--- src/rtl/uart_cpld_ctrl.sv ---
`default_nettype none
// ============================================================================
// Module   : uart_cpld_ctrl
// Function : Bus-to-CPLD UART bridge. Turns single-byte loads/stores on a
//            valid/ready request port into rdn/wrn strobe sequences on the
//            shared CPLD data bus, with a one-cycle response pulse.
//            Optional RX prefetch FIFO enabled by `define UART_RX_PREFETCH_EN.
// Revision : 1.0 - initial release
// ============================================================================
module uart_cpld_ctrl #(
    parameter int PULSE_CYCLES  = 3,
    parameter int SETUP_CYCLES  = 1,
    parameter int RX_FIFO_DEPTH = 4   // power of two, at least 2
) (
    input  logic       clk,
    input  logic       rst,
    input  logic       req_valid,
    output logic       req_ready,
    input  logic       req_we,
    input  logic [2:0] req_addr,
    input  logic [7:0] req_wdata,
    output logic       resp_valid,
    output logic [7:0] resp_rdata,
    output logic       uart_rdn,
    output logic       uart_wrn,
    input  logic       uart_dataready,
    input  logic       uart_tbre,
    input  logic       uart_tsre,
    input  logic [7:0] uart_data_i,
    output logic [7:0] uart_data_o,
    output logic       uart_data_oe
);

    localparam logic [2:0] c_addr_data   = 3'd0;
    localparam logic [2:0] c_addr_status = 3'd5;
    localparam logic [7:0] c_pulse_last  = 8'(PULSE_CYCLES - 1);
    localparam logic [7:0] c_setup_last  = 8'(SETUP_CYCLES - 1);

    typedef enum logic [2:0] {
        IDLE       = 3'd0,
        RD_PULSE   = 3'd1,
        WR_WAIT_TX = 3'd2,
        WR_SETUP   = 3'd3,
        WR_PULSE   = 3'd4,
        WR_HOLD    = 3'd5,
        RESP       = 3'd6
    } state_t;

    state_t      state_q, state_d;
    logic [7:0]  cnt_q, cnt_d;
    logic        rdy_meta_q, rdy_meta_d, rdy_sync_q, rdy_sync_d;
    logic        tbre_meta_q, tbre_meta_d, tbre_sync_q, tbre_sync_d;
    logic        tsre_meta_q, tsre_meta_d, tsre_sync_q, tsre_sync_d;
    logic        tx_busy_q, tx_busy_d;
    logic        tbre_seen_q, tbre_seen_d;
    logic [7:0]  data_q, data_d;
    logic        rdn_q, rdn_d, wrn_q, wrn_d, oe_q, oe_d;
    logic [7:0]  dout_q, dout_d;
    logic        resp_valid_q, resp_valid_d;
    logic [7:0]  resp_rdata_q, resp_rdata_d;
    logic        rx_avail;
    logic        wr_pulse_enter;

`ifdef UART_RX_PREFETCH_EN
    localparam int                 c_ptr_w     = (RX_FIFO_DEPTH > 1) ? $clog2(RX_FIFO_DEPTH) : 1;
    localparam logic [c_ptr_w:0]   c_fill_full = (c_ptr_w + 1)'(RX_FIFO_DEPTH);
    localparam logic [c_ptr_w:0]   c_fill_one  = (c_ptr_w + 1)'(1);
    localparam logic [c_ptr_w-1:0] c_ptr_one   = c_ptr_w'(1);

    logic [7:0]         fifo_mem_q [RX_FIFO_DEPTH];
    logic [7:0]         fifo_mem_d [RX_FIFO_DEPTH];
    logic [c_ptr_w-1:0] wr_ptr_q, wr_ptr_d, rd_ptr_q, rd_ptr_d;
    logic [c_ptr_w:0]   fill_q, fill_d;
    logic               fifo_empty, fifo_full, fifo_push, fifo_pop;

    assign fifo_empty = (fill_q == '0);
    assign fifo_full  = (fill_q == c_fill_full);
    assign rx_avail   = !fifo_empty;
`else
    assign rx_avail   = rdy_sync_q;
`endif

    assign req_ready    = (state_q == IDLE);
    assign resp_valid   = resp_valid_q;
    assign resp_rdata   = resp_rdata_q;
    assign uart_rdn     = rdn_q;
    assign uart_wrn     = wrn_q;
    assign uart_data_o  = dout_q;
    assign uart_data_oe = oe_q;

    // Sequencer next-state, strobe shaping and TX-busy tracking
    always_comb begin
        state_d        = state_q;
        cnt_d          = cnt_q;
        data_d         = data_q;
        dout_d         = dout_q;
        tx_busy_d      = tx_busy_q;
        tbre_seen_d    = tbre_seen_q;
        resp_valid_d   = 1'b0;
        resp_rdata_d   = 8'h00;
        wr_pulse_enter = 1'b0;
        rdy_meta_d     = uart_dataready;
        rdy_sync_d     = rdy_meta_q;
        tbre_meta_d    = uart_tbre;
        tbre_sync_d    = tbre_meta_q;
        tsre_meta_d    = uart_tsre;
        tsre_sync_d    = tsre_meta_q;
`ifdef UART_RX_PREFETCH_EN
        fifo_push      = 1'b0;
        fifo_pop       = 1'b0;
`endif

        case (state_q)
            IDLE: begin
                cnt_d = 8'd0;
                if (req_valid) begin
                    // Anything not explicitly handled below answers 8'h00
                    data_d  = 8'h00;
                    state_d = RESP;
                    if (req_addr == c_addr_data && req_we) begin
                        dout_d  = req_wdata;
                        state_d = WR_WAIT_TX;
                    end else if (req_addr == c_addr_data) begin
`ifdef UART_RX_PREFETCH_EN
                        if (!fifo_empty) begin
                            fifo_pop = 1'b1;
                            data_d   = fifo_mem_q[rd_ptr_q];
                        end
`else
                        if (rx_avail) begin
                            state_d = RD_PULSE;
                        end
`endif
                    end else if (req_addr == c_addr_status && !req_we) begin
                        data_d = {2'b00, !tx_busy_q, 4'b0000, rx_avail};
                    end
                end
`ifdef UART_RX_PREFETCH_EN
                // Prefetch only when the bus is quiet so requests are never starved
                else if (!fifo_full && rdy_sync_q) begin
                    state_d = RD_PULSE;
                end
`endif
            end

            RD_PULSE: begin
                if (cnt_q == c_pulse_last) begin
                    cnt_d = 8'd0;
`ifdef UART_RX_PREFETCH_EN
                    fifo_push = 1'b1;
                    state_d   = IDLE;
`else
                    data_d    = uart_data_i;
                    state_d   = RESP;
`endif
                end else begin
                    cnt_d = cnt_q + 8'd1;
                end
            end

            WR_WAIT_TX: begin
                if (!tx_busy_q) begin
                    cnt_d   = 8'd0;
                    state_d = WR_SETUP;
                end
            end

            WR_SETUP: begin
                if (cnt_q == c_setup_last) begin
                    cnt_d          = 8'd0;
                    wr_pulse_enter = 1'b1;
                    state_d        = WR_PULSE;
                end else begin
                    cnt_d = cnt_q + 8'd1;
                end
            end

            WR_PULSE: begin
                if (cnt_q == c_pulse_last) begin
                    cnt_d   = 8'd0;
                    state_d = WR_HOLD;
                end else begin
                    cnt_d = cnt_q + 8'd1;
                end
            end

            WR_HOLD: begin
                if (cnt_q == c_setup_last) begin
                    cnt_d   = 8'd0;
                    state_d = RESP;
                end else begin
                    cnt_d = cnt_q + 8'd1;
                end
            end

            RESP: begin
                resp_valid_d = 1'b1;
                resp_rdata_d = data_q;
                state_d      = IDLE;
            end

            default: begin
                state_d = IDLE;
            end
        endcase

        // Strobes follow the next state so they line up exactly with it
        rdn_d = (state_d != RD_PULSE);
        wrn_d = (state_d != WR_PULSE);
        oe_d  = (state_d == WR_SETUP) || (state_d == WR_PULSE) || (state_d == WR_HOLD);

        // Busy until the CPLD reports holding buffer empty, then shifter empty
        if (wr_pulse_enter) begin
            tx_busy_d   = 1'b1;
            tbre_seen_d = 1'b0;
        end else if (tx_busy_q) begin
            if (!tbre_seen_q) begin
                if (tbre_sync_q) begin
                    tbre_seen_d = 1'b1;
                end
            end else if (tsre_sync_q) begin
                tx_busy_d   = 1'b0;
                tbre_seen_d = 1'b0;
            end
        end
    end

`ifdef UART_RX_PREFETCH_EN
    // Prefetch FIFO pointer/fill update; simultaneous push and pop keeps the fill
    always_comb begin
        fifo_mem_d = fifo_mem_q;
        wr_ptr_d   = wr_ptr_q;
        rd_ptr_d   = rd_ptr_q;
        fill_d     = fill_q;
        if (fifo_push) begin
            fifo_mem_d[wr_ptr_q] = uart_data_i;
            wr_ptr_d             = wr_ptr_q + c_ptr_one;
        end
        if (fifo_pop) begin
            rd_ptr_d = rd_ptr_q + c_ptr_one;
        end
        case ({fifo_push, fifo_pop})
            2'b10:   fill_d = fill_q + c_fill_one;
            2'b01:   fill_d = fill_q - c_fill_one;
            default: fill_d = fill_q;
        endcase
    end
`endif

    // State and registered outputs; reset drops any strobe in flight
    always_ff @(posedge clk) begin
        if (!rst) begin
            state_q      <= IDLE;
            cnt_q        <= 8'd0;
            rdy_meta_q   <= 1'b0;
            rdy_sync_q   <= 1'b0;
            tbre_meta_q  <= 1'b0;
            tbre_sync_q  <= 1'b0;
            tsre_meta_q  <= 1'b0;
            tsre_sync_q  <= 1'b0;
            tx_busy_q    <= 1'b0;
            tbre_seen_q  <= 1'b0;
            data_q       <= 8'h00;
            rdn_q        <= 1'b1;
            wrn_q        <= 1'b1;
            oe_q         <= 1'b0;
            dout_q       <= 8'h00;
            resp_valid_q <= 1'b0;
            resp_rdata_q <= 8'h00;
`ifdef UART_RX_PREFETCH_EN
            wr_ptr_q     <= '0;
            rd_ptr_q     <= '0;
            fill_q       <= '0;
`endif
        end else begin
            state_q      <= state_d;
            cnt_q        <= cnt_d;
            rdy_meta_q   <= rdy_meta_d;
            rdy_sync_q   <= rdy_sync_d;
            tbre_meta_q  <= tbre_meta_d;
            tbre_sync_q  <= tbre_sync_d;
            tsre_meta_q  <= tsre_meta_d;
            tsre_sync_q  <= tsre_sync_d;
            tx_busy_q    <= tx_busy_d;
            tbre_seen_q  <= tbre_seen_d;
            data_q       <= data_d;
            rdn_q        <= rdn_d;
            wrn_q        <= wrn_d;
            oe_q         <= oe_d;
            dout_q       <= dout_d;
            resp_valid_q <= resp_valid_d;
            resp_rdata_q <= resp_rdata_d;
`ifdef UART_RX_PREFETCH_EN
            wr_ptr_q     <= wr_ptr_d;
            rd_ptr_q     <= rd_ptr_d;
            fill_q       <= fill_d;
`endif
        end
`ifdef UART_RX_PREFETCH_EN
        fifo_mem_q <= fifo_mem_d;
`endif
    end

endmodule
`default_nettype wire

--- config.mk ---
export PLATFORM = sky130hd
export DESIGN_NAME = uart_cpld_ctrl
export DESIGN_NICKNAME = d
export VERILOG_FILES = /design/src/rtl/uart_cpld_ctrl.sv
export SDC_FILE = /design/constraint.sdc
export NUM_CORES = 1
export LEC_CHECK = 0
export CORE_ASPECT_RATIO = 0.9
export CORE_UTILIZATION = 49
export CTS_CLUSTER_SIZE = 30
export DETAILED_ROUTE_END_ITERATION = 10
export GPL_ROUTABILITY_DRIVEN = 0
export HOLD_SLACK_MARGIN = 0.15
export PLACE_DENSITY = 0.79
export SYNTH_ARGS = -nofsm -noshare
export SYNTH_HDL_FRONTEND = slang
export SYNTH_SLANG_ARGS = --single-unit
export TNS_END_PERCENT = 1
--- constraint.sdc ---
create_clock -name clk -period 2.4 [get_ports clk]
set_clock_uncertainty 0.1 [all_clocks]
set_input_delay 0.48 -clock clk [delete_from_list [all_inputs] [get_ports clk]]
set_output_delay 0.48 -clock clk [all_outputs]
set_load 0.02 [all_outputs]
* After elaboration in Yosys (flattened, before gate mapping) *
Cells that the tools add are included.

storage, ports and cells
  register bits after elaboration = 47
  output and inout bits = 21
  word-level logic and storage cells = 82

cells by class
  add/subtract/negate cells = 1
  equality and inequality tests = 16
  muxes and demuxes = 29
  bitwise logic cells = 1
  reductions and logical operators = 18

operator list
  cell                                                    number
  2-to-1 mux 8 bit                                        5
  one-hot mux 8 bit (4 select lines)                      1
  2-to-1 mux 3 bit                                        9
  == test 3 bit (second input constant)                   6
  2-to-1 mux 6 bit                                        3
  one-hot mux 3 bit (6 select lines)                      1
  one-hot mux 8 bit (2 select lines)                      1
  == test 3 x 2 -> 1 bit (second input constant)          3
  2-to-1 mux 1 bit                                        9
  adder 8 x 1 -> 8 bit (second input constant)            1
  == test 8 x 2 -> 1 bit (second input constant)          1
  logical NOT 8 bit                                       1
  logical NOT 3 bit                                       2
  inequality test 2 bit (second input constant)           3
  AND reduction 3 bit                                     2
  OR reduction 2 bit                                      3
  AND reduction 2 bit                                     2
  nonzero test 4 bit                                      1
  == test 3 x 1 -> 1 bit (second input constant)          1
  inequality test 3 x 1 -> 1 bit (second input constant)  1
  inequality test 3 bit (second input constant)           1
  logical AND 1 bit                                       2
  logical NOT 1 bit                                       2
  logical OR 1 bit                                        2
  2 further kinds                                         2

* Longest topological paths before layout *
Gate-level depths: netlist (run 1).

  depth after elaboration = 8
  mapped depth = 8

* Worst setup path before layout (run 1) *
OpenSTA, ideal clock, no wires.

  path type = reg-to-reg
  from = register cnt_q[7]
  to = register rdn_q, in the netlist uart_rdn
  library setup time = 0.134 ns
  arrival = 1.824 ns
  data required time = 2.166 ns
  path slack = 0.342 ns
  stages on the path, launching flop included = 6
  buffers on the path = 0
  clock period less this slack = 2.058 ns
  cells stage by stage = dfxtp_1 -> or4_4 -> nor3_4 -> a31oi_1 -> o211a_1 -> or4_1

on the way
  longest elaborated chain between the ends = 4

ends and longest elaborated chain
  item                                                         RTL line  source
  from (decl)                                                  50        logic [7:0] cnt_q, cnt_d;
  from (signal assigned)                                       277       cnt_q <= cnt_d;
  == test 8 x 2 -> 1 bit or logical NOT 8 bit (tied branches)  n/a
  2-to-1 mux 3 bit, on equally long branches                   n/a
  one-hot mux 3 bit (6 select lines) (*)                       113       case (state_q)
  inequality test 3 x 1 -> 1 bit (*)                           208       rdn_d = (state_d != RD_PULSE);
  to (signal assigned)                                         287       rdn_q <= rdn_d;
  to (decl)                                                    57        logic rdn_q, rdn_d, wrn_q, wrn_d, oe_q, oe_d;

Every way passes the cells marked *; elsewhere a longest branch is shown, timed or not.
A chain may end at the register's enable or synchronous reset.

* Worst setup path in the final report (run 1) *
  from = register state_q[2]
  to = output port req_ready

on the way
  longest elaborated chain between the ends = 1

ends and longest elaborated chain
  item                    RTL line  source
  from (decl)             49        state_t state_q, state_d;
  from (signal assigned)  276       state_q <= state_d;
  logical NOT 3 bit       83        assign req_ready = (state_q == IDLE);
  to (decl)               18        output logic req_ready,

No other way between the ends.

==> run metrics, run 1 <==
Commonest cells post-synth=dfxtp_1 (47), nand2_1 (25), nor2_1 (17); Mapped Cells=228; worst-margin pin slew=0.605 ns; io pins=47; Hold WC Path Type=reg2reg; Cell Count, Final, Fillers Out=327; largest area contributor in the synthesized netlist=dfxtp_1; average routed wire per standard cell=12.8 um; initial DRC count=85; Fin. Hold Viols=0; post-synth top area share=0.467; hold_buf cts=0; yosys warns=0; Setup Fix Bufs, Post-CTS=0; final setup fails=0; Top FF cell, synth=dfxtp_1; Lkg Pwr=1.03 nW; drt via density=5.35; Tot GR Track Use=0.209; die width=69.6 um; Antenna Cells=0; Nets=310; Max Fclk=443 MHz; grt ovf=0; slew margin rel.=0.596; Worst-path clk slew=0.08 ns; TritonCTS Sinks=47; Routed Antenna Nets=0; Final min period=2.26 ns; cell row count=21; total negative slack=0 ns; synth unique cells=42; kind of critical path=reg2out; core area=3840 um2; Post-CTS Resized=0; Max-Cap Viols=0; register bit count reported by yosys=47; 1st-pass router iterations=4; share of layout cells above drive strength 1=0.0854; via count=1749; CTS Root Cell=clkbuf_8; endpoint class of the critical path=primary output; RSZ-0062 raised after global routing=false; Power Total=1.83 mW; syn_area_per_cell=8.84 um2; routed wire length=4190 um; WP data arrival=1.68 ns; vias in the first global route=1598; outcome=completed; maximum VDD drop=0.498 mV; Die Area=4370 um2; CTS tree=yes; Post-Syn Nets=257; Syn-to-layout area delta=31.8%; initial core utilization=0.525; PortBufs=46; EDFF count, synth=0; clk_lat worst skew=0.29 ns; dpl hpwl=3080 um; first-pass GRT wire length=7190 um; Final Slew Violations=0; largest net degree at the start of global routing=19; period utilization=0.941; total CTS buffers=5; largest cells by area after synthesis=dfxtp_1 (47%), and2_1 (4.7%), nand2_1 (4.7%), mux2i_1 (4.5%), nor2b_1 (4.3%); total power density per cell area=688 nW/um2; Clock Tree Buf Depth=2; htree depth=2; Startpoint Class=register; fraction of the yosys area taken by sequential cells=0.467; cell area after synthesis=2010 um2; most frequent cell after synthesis=dfxtp_1; Synth async-reset ratio=0; Die H=62.8 um; Worst EP required=1.82 ns; Placed Instances=320; antenna violations before repair=0; crit path max fanout=14; drt drc=0
==> layer usage <==
layer / up-vias / wire length, um / track usage
met5: - / 0 / 0
met4: 0 / 44 / 0.0714
met3: 6 / 203 / 0.0597
met2: 42 / 2000 / 0.337
met1: 809 / 1940 / 0.267
li1: 892 / - / -
==> stage by stage <==
step | worst slack, ns | area, um2 | util | hold WS, ns
floorplan | 0.342 | 2010 | - | 0.312
detailed placement | 0.0177 | 2570 | 0.669 | 0.317
global route | 0.0454 | 2660 | 0.692 | 0.360
finish | 0.142 | 2660 | 0.692 | 0.335
CTS | 0.124 | 2660 | 0.692 | 0.336
global placement | 0.0434 | 2570 | 0.669 | 0.313
==> registers in the layout (all words and copies together), names as in the netlist <==
register      flops
cnt_q             8
data_q            8
rdy_meta_q        1
rdy_sync_q        1
resp_rdata        8
resp_valid        1
state_q           3
tbre_meta_q       1
tbre_seen_q       1
tbre_sync_q       1
tsre_meta_q       1
tsre_sync_q       1
tx_busy_q         1
uart_data_o       8
uart_data_oe      1
uart_rdn          1
uart_wrn          1
==> cells in the final DEF, fill, tap and decap left out, drive strengths merged, types with 6 or more instances in the layout <==
cell	instances
a21oi	8
a31oi	7
and2	16
buf	11
clkbuf	6
clkdlybuf4s50	46
dfxtp	47
mux2i	9
nand2	25
nand3	15
nor2	17
nor2b	14
nor3	9
o21ai	6
==> final timing paths <==
| kind | startpoint | to | slack [ns] | cells past startpoint |
|---|---|---|---|---|
| max | state_q[2]$_SDFF_PN0_ | req_ready | 0.14 | 2 |
| min | rdy_meta_q$_SDFF_PN0_ | rdy_sync_q$_SDFF_PN0_ | 0.34 | 1 |
| max reg2reg | cnt_q[0]$_SDFFE_PN0P_ | uart_rdn$_SDFF_PN1_ | 0.22 | 7 |
| min reg2reg | rdy_meta_q$_SDFF_PN0_ | rdy_sync_q$_SDFF_PN0_ | 0.34 | 1 |
==> worst max-delay path: stages (launching register included) <==
cell and delay, ns:
dfxtp_1 0.44, nor3_1 0.30, clkdlybuf4s50_1 0.65
==> final cells by class <==
cell class / instances / area (um2)
Fill cell: 309 / 1180
Multi-Input combinational cell: 166 / 1010
Sequential cell: 47 / 941
Timing Repair Buffer: 57 / 543
Clock buffer: 6 / 82.6
Tap cell: 46 / 57.6
Inverter: 4 / 15.0
Clock inverter: 1 / 5.00
==> logic make-up after synthesis <==
group | share of synthesized area
muxes | 0.0447
and+or+nand+nor | 0.317
AOI/OAI and AO/OA | 0.122
DFF | 0.467
adders and majority gates | 0.0186
buffers and inverters | 0.0311
==> where the power goes <==
group / switching, mW / internal [mW] / total [mW]
clock network: 0.242 / 0.226 / 0.469
logic: 0.248 / 0.237 / 0.485
registers: 0.0451 / 0.829 / 0.874
No activity file was read; power rests on OpenSTA's default activity.
==> run 2, diff against run 1 <==
--- a/constraint.sdc
+++ b/constraint.sdc
@@ -4,2 +4,2 @@
 set_output_delay 0.48 -clock clk [all_outputs]
-set_load 0.02 [all_outputs]
+set_load 0.005 [all_outputs]
==> run metrics, run 2 (synthesis results as in run 1) <==
via count=1753; NetSw=0.535 mW; Comb pwr share=0.231; Nets=310; Register-to-Register Path Depth=7; total negative slack=0 ns; Fin. Hold Viols=0; Worst EP required=2.48 ns; Clock Tree Buf Depth=2; antenna violations before repair=0; worst-margin pin slew=0.618 ns; endpoint class of the critical path=register; most common cell after layout, fill and taps aside=dfxtp_1; Setup Fix Bufs, Post-CTS=0; CP cell instances=inv_1 > ha_1 > nor3b_1 > o311ai_0 > nand3_1 > o211a_1 > or4_1; Flop pwr share=0.434; first-pass GRT wire length=7610 um; crit path max fanout=4; cell row count=21; Critical Path Slowest Stage Cell=or4_1; Syn-to-layout area delta=34.0%; post-place setup slack=-0.0323 ns; maximum VDD drop=0.482 mV; Final min period=2.19 ns; dpl hpwl=3230 um; Lkg Pwr=1.04 nW; drt drc=0; average routed wire per standard cell=13.5 um; slew margin rel.=0.587; Hold Crit Depth=1; Max-Cap Viols=0; outcome=completed; Placed Instances=320; drt via density=5.34; Die Area=4370 um2; vias in the first global route=1687; 1st-pass router iterations=4; min-delay src=tsre_meta_q$_SDFF_PN0_; share of layout cells above drive strength 1=0.0851; largest net degree at the start of global routing=19; kind of critical path=reg2reg; FF-to-FF End=uart_rdn$_SDFF_PN1_; Startpoint Class=register; Antenna Cells=0; grt ovf=0; post-layout instance area=2700 um2; initial core utilization=0.525; Crit path max-delay family=simple AND/OR/NAND/NOR gates; htree depth=2; most frequent cells in the layout=dfxtp_1 (47), clkdlybuf4s50_1 (46), nand2_1 (25); DP Area=2570 um2; final setup fails=0; Max Fclk=456 MHz; CTS tree=yes; clock share of power=0.336; Net Sw Frac=0.265; Post-CTS Resized=0; total CTS buffers=5; core area=3840 um2; period utilization=0.915; die width=69.6 um; hold_buf cts=0; TritonCTS Sinks=47; WP buf/inv=1; routed wire length=4440 um; RR Startpoint=cnt_q[0]$_SDFFE_PN0P_; Final Slew Violations=0; Worst-path clk slew=0.08 ns; hold path endpoint=tsre_sync_q$_SDFF_PN0_; CTS Root Cell=clkbuf_8; clk_lat worst skew=0.30 ns; WP data arrival=2.28 ns; R2R setup slack=0.21 ns; total power density per cell area=747 nW/um2; fin worst setup slack=0.205 ns; Hold WC Path Type=reg2reg; initial DRC count=127; RSZ-0062 raised after global routing=false; internal power=1.48 mW; io pins=47; PortBufs=46; Die H=62.8 um; Routed Antenna Nets=0; Tot GR Track Use=0.221; Cell Count, Final, Fillers Out=328; largest stage delay on the critical path=0.45 ns
==> run 2: metrics by stage <==
stage,hold slack [ns],total power [mW],util
floorplan,0.312,1.15,-
global placement,0.313,1.34,0.669
detailed placement,0.321,1.35,0.669
CTS,0.344,2.02,0.704
global route,0.356,2.11,0.704
finish,0.339,2.02,0.704
==> run 2: power by group through the flow <==
stage,Sequential (mW),Clock [mW],Combinational [mW]
floorplan,0.871,0,0.279
CTS,0.875,0.680,0.464
detailed placement,0.893,0,0.457
global route,0.884,0.716,0.513
global placement,0.891,0,0.446
finish,0.875,0.677,0.466
==> run 2: worst max-delay path by stage <==
| stage | start | endpoint | slack [ns] | cells past startpoint |
|---|---|---|---|---|
| floorplan | cnt_q[7]$_SDFFE_PN0P_ | uart_rdn$_SDFF_PN1_ | 0.34 | 5 |
| CTS | cnt_q[0]$_SDFFE_PN0P_ | uart_rdn$_SDFF_PN1_ | 0.21 | 7 |
| global route | cnt_q[1]$_SDFFE_PN0P_ | uart_rdn$_SDFF_PN1_ | 0.03 | 7 |
| detailed placement | req_addr[0] | uart_rdn$_SDFF_PN1_ | -0.03 | 5 |
| global placement | req_addr[0] | uart_rdn$_SDFF_PN1_ | 0.04 | 5 |
| finish | cnt_q[0]$_SDFFE_PN0P_ | uart_rdn$_SDFF_PN1_ | 0.21 | 7 |
==> run 2: routing by layer <==
metal	global-route usage	vias to the layer above	share of wire
met5	0	-	0
met3	0.0710	5	0.054
met4	0.0638	0	0.0090
li1	-	894	-
met1	0.270	807	0.45
met2	0.371	47	0.49
==> run 2: final cells by class <==
cell class              instances  area, um2
clock buffers                   6       72.6
fillers                       297       1140
flip-flops and latches         47        941
well taps                      46       57.6
inverters                       4       15.0
repair buffers                 57        543
multi-input cells             166       1010
clock inverters                 2       60.1
==> run 3, diff against run 2 <==
- CORE_UTILIZATION: 49 -> 44
- PLACE_DENSITY: 0.79 -> 0.75
- clock period: 2.4 -> 1.8 ns (I/O delays scaled with it)
==> run metrics, run 3 (synthesis results as in run 1) <==
clk_lat worst skew=0.30 ns; largest net degree at the start of global routing=18; FF-to-FF End=uart_rdn$_SDFF_PN1_; routed wire length=4960 um; WP buf/inv=0; kind of critical path=reg2reg; clock share of power=0.279; Power Total=2.83 mW; htree depth=2; min-delay src=tbre_meta_q$_SDFF_PN0_; Storage cell area=948 um2; Cell Count, Final, Fillers Out=372; endpoint class of the critical path=register; first-pass GRT wire length=7740 um; fin worst setup slack=-0.188 ns; Top Usage Layer GRT=met2; Layout fillers=356; Net Sw Frac=0.280; Nets=340; total CTS buffers=5; die width=73.3 um; most common cell after layout, fill and taps aside=clkdlybuf4s50_1; final setup fails=11; DP Area=2790 um2; Startpoint Class=register; Fin. Hold Viols=0; antenna violations before repair=0; Final min period=1.99 ns; RR Startpoint=cnt_q[4]$_SDFFE_PN0P_; largest stage delay on the critical path=0.58 ns; Critical Path Slowest Stage Cell=or4_4; post-layout instance area=3090 um2; core area=4240 um2; Routed Antenna Nets=0; Hold WC Path Type=reg2reg; io pins=47; Max-Cap Viols=0; Multi-input gate area=1160 um2; TritonCTS Sinks=47; hold path endpoint=tbre_sync_q$_SDFF_PN0_; met3 GRT Util=0.0457; vias in the first global route=1671; dpl hpwl=3410 um; Die Area=4850 um2; Final Slew Violations=0; average routed wire per standard cell=13.3 um; Lkg Pwr=1.24 nW; initial DRC count=138; Flop pwr share=0.411; NetSw=0.793 mW; Placed Instances=361; slew margin rel.=0.754; internal power=2.04 mW; worst-margin pin slew=0.366 ns; worst hold slack=0.338 ns; grt ovf=0; RSZ-0062 raised after global routing=true; outcome=finished, violations left; total negative slack=-1.13 ns; Tot GR Track Use=0.212; via count=1904; R2R setup slack=-0.19 ns; Worst EP required=1.88 ns; period utilization=1.10; Syn-to-layout area delta=53.6%; share of layout cells above drive strength 1=0.266; Register-to-Register Path Depth=5; Max Fclk=503 MHz; Die H=66.2 um; PortBufs=46; Hold Crit Depth=1; GRT met2 Usage=0.331; most frequent cells in the layout=clkdlybuf4s50_1 (45), dfxtp_1 (41), buf_4 (38); 1st-pass router iterations=4; CP cell instances=or4_4 > nor3_4 > a31oi_1 > o211a_1 > or4_1; hold_buf cts=0; cell row count=22; drt via density=5.12; Antenna Cells=0; WP data arrival=2.07 ns; final core area utilization=0.730; total power density per cell area=915 nW/um2; drt drc=0; Comb pwr share=0.310; initial core utilization=0.475; maximum VDD drop=0.614 mV; post-place setup slack=-0.484 ns; failing checks=setup timing; CTS Root Cell=clkbuf_8; met1 Use GR=0.289; Crit path max-delay family=simple AND/OR/NAND/NOR gates; Clock Tree Buf Depth=2; crit path max fanout=5; Worst-path clk slew=0.09 ns; CTS tree=yes
==> run 3: changes by cell type in the layout (fill, tap and decap cells not counted), moves of 3 or more <==
| cell | previous run | this run |
|---|---|---|
| nor2b_4 | 0 | 3 |
| a21boi_0 | 4 | 1 |
| buf_4 | 11 | 38 |
| buf_6 | 0 | 3 |
| dfxtp_2 | 0 | 6 |
| nor2b_1 | 14 | 11 |
| dfxtp_1 | 47 | 41 |
| nand3_1 | 14 | 11 |
| o21ai_0 | 6 | 3 |
==> run 3: power groups by stage <==
| stage | combinational (mW) | clock, mW | sequential, mW |
|---|---|---|---|
| after floorplan | 0.373 | 0 | 1.16 |
| after global placement | 0.722 | 0 | 1.17 |
| after detailed placement | 0.735 | 0 | 1.18 |
| after CTS | 0.768 | 0.794 | 1.15 |
| after global routing | 0.949 | 0.847 | 1.17 |
| final | 0.879 | 0.790 | 1.16 |
==> run 3: how the worst max path moves through the flow <==
| stage | depth (start not counted) | end | start |
|---|---|---|---|
| 2_1_floorplan | 5 | uart_rdn$_SDFF_PN1_ | cnt_q[4]$_SDFFE_PN0P_ |
| 3_3_place_gp | 5 | uart_rdn$_SDFF_PN1_ | req_addr[0] |
| 3_5_place_dp | 5 | uart_rdn$_SDFF_PN1_ | req_addr[0] |
| 4_1_cts | 5 | uart_rdn$_SDFF_PN1_ | cnt_q[3]$_SDFFE_PN0P_ |
| 5_1_grt | 7 | uart_rdn$_SDFF_PN1_ | cnt_q[1]$_SDFFE_PN0P_ |
| 6_report | 5 | uart_rdn$_SDFF_PN1_ | cnt_q[4]$_SDFFE_PN0P_ |
==> run 3: what timing repair did <==
action	CTS	global route
pin swaps	9	19
endpoints found under the setup margin	23	32
resized for setup	14	34
buffers inserted	0	2
cloned	1	0
==> run 3: routing by layer <==
metal / share of wire / vias up
li1: - / 963
met1: 0.45 / 874
met2: 0.48 / 60
met3: 0.053 / 7
met4: 0.011 / 0
met5: 0 / -
==> run 3: worst reg2reg max path: stages, from the launching register on <==
cell and delay [ns]:
dfxtp_2 0.32, or4_4 0.58, nor3_4 0.15, a31oi_1 0.11
o211a_1 0.23, or4_1 0.38
==> run 3: area by class of cell <==
type,count,area share
repair buffers,87,0.252
multi-input cells,166,0.375
well taps,60,0.0243
flip-flops and latches,47,0.307
inverters,4,0.00485
clock buffers,6,0.0267
clock inverters,2,0.0113
==> edit: new RTL, settings of run 1 <==
Reset style: asynchronous (`rst`), changed in one clocked block.
--- a/src/rtl/uart_cpld_ctrl.sv
+++ b/src/rtl/uart_cpld_ctrl.sv
@@ -250,3 +250,3 @@
     // State and registered outputs; reset drops any strobe in flight
-    always_ff @(posedge clk) begin
+    always_ff @(posedge clk or negedge rst) begin
         if (!rst) begin
Function: differs if rst is asserted again (counterexample within 4 cycles, from zero or initial values and one cycle with rst low); with rst held inactive, the same outputs for 10 cycles.
==> edit against run 1 <==
Via count is 14% lower; non-clock buffer count decreased by 4; sequential share of layout area rose by 8.8 points; synthesized area up 0.50%; die area grew 0.49%; wire length shrank 11%; design area rose by 0.33%; worst hold slack got worse by 0.20 ns; core utilization grew 0.23 points; worst setup slack worse by 0.031 ns; final cell count down 11%; sequential cell count unchanged; highest routed layer unchanged.
Power is not compared: it rests on default switching activity, and its combinational part moved more than twofold at a synthesized area within 25%.
==> edit: results (changes against run 1) <==
[hold_path]
min_path_type = input port to async pin

[synthesis]
synthArstFlopShare_pct = 100  ; +100 points
yosys-top-cells-count = dfrtp_1 (45), nand2_1 (34), o21ai_0 (17)
synthTopCellsByArea = dfrtp_1 (56%), nand2_1 (6.3%), mux2_2 (4.4%)
synth.distinct_cells = 37  ; -12%
seq_area_frac_synth_pct = 58.2  ; +12 points
syn-num-nets = 218  ; -15%
synth_ff_type = dfrtp_1

[placement]
post-place-ws_ns = 0.112  ; +0.0942 ns
hpwl_um = 2730  ; -12%

[route]
drt_iter0_drc = 112  ; +32%
drtPass1Iterations = 4  ; unchanged
routed_wl_um = 3740  ; -11%
vias_per_cell = 5.18  ; -3.1%

[pwr]
p_leak_uw = 0.00120

[global_routing]
grt_pass1_wl_um = 6490  ; -9.8%
grt_max_degree = 35  ; +16
track_usage_pct = 19.3  ; -1.6 points
grt_pass1_vias = 1417  ; -11%

[cells_and_area]
drive_above_1_share_pct = 12.2  ; +3.7 points
n_fill_cell = 300  ; -2.9%

[critical_path]
crit_path_max_fanout = 13  ; -1
worstReg2RegEnd = uart_wrn$_DFF_PN1_
reg2reg_depth = 5  ; -2
r2r-start = cnt_q[4]$_DFFE_PN0P_
r2r_slack_ns = 0.28  ; +0.06 ns

[clocking]
cts_resized = 0  ; unchanged
cts_setup_buffers = 0  ; unchanged

[status]
outcome = finished, final reports clean

[sta]
slew_headroom_pct = 50.8  ; -8.9 points

==> edit: worst max-delay path, stage by stage (launching register included) <==
cell             delay (ns)
dfrtp_1                0.53
nor3_1                 0.24
clkdlybuf4s50_1        0.64
==> edit: area by class of cell <==
| cell class | count | share of cell area [%] |
|---|---|---|
| Clock buffer | 5 | 2.58 |
| Clock inverter | 3 | 0.939 |
| Sequential cell | 47 | 44.2 |
| Timing Repair Buffer | 53 | 19.1 |
| Multi-Input combinational cell | 132 | 30.3 |
| Tap cell | 46 | 2.16 |
| Inverter | 5 | 0.705 |
==> edit: worst max path at each step <==
stage / startpoint / endpoint / slack (ns) / cells past startpoint
floorplan: cnt_q[4]$_DFFE_PN0P_ / uart_wrn$_DFF_PN1_ / 0.47 / 5
global placement: req_valid / uart_data_o[4]$_DFFE_PN0P_ / 0.13 / 5
detailed placement: req_addr[0] / uart_wrn$_DFF_PN1_ / 0.11 / 6
CTS: state_q[1]$_DFF_PN0_ / req_ready / 0.09 / 2
global route: state_q[1]$_DFF_PN0_ / req_ready / 0.0008 / 2
finish: state_q[1]$_DFF_PN0_ / req_ready / 0.11 / 2
==> edit: logic make-up after synthesis <==
group,synth area share [%]
AO/OA/AOI/OAI,12.1
XOR/XNOR,0.865
adder cells (fa/ha/maj),1.85
buffers and inverters,1.92
flip-flops,58.2
multiplexers,4.45
AND/OR/NAND/NOR,20.6
==> edit: per-stage QoR <==
step | cell area, µm² | hold WS, ns | cells
6_report | 2660 | 0.131 | 291
4_1_cts | 2660 | 0.150 | 291
3_3_place_gp | 2570 | 0.232 | 283
2_1_floorplan | 2020 | 0.0844 | 189
5_1_grt | 2660 | 0.195 | 291
3_5_place_dp | 2570 | 0.235 | 283
==> edit: layer usage <==
layer,routed length [µm],GRT usage [%],vias up
met2,1780,29.1,43
li1,-,-,766
met3,192,7.10,4
met1,1700,25.2,695
met4,60,8.00,0
met5,0,0,-
==> edit: power by group through the flow <==
stage	logic [µW]	clock network, µW	registers [µW]
final	1050	482	1140
after global routing	1150	532	1170
after CTS	1050	495	1140
after detailed placement	1050	0	1160
after global placement	1020	0	1150
after floorplan	559	0	1210
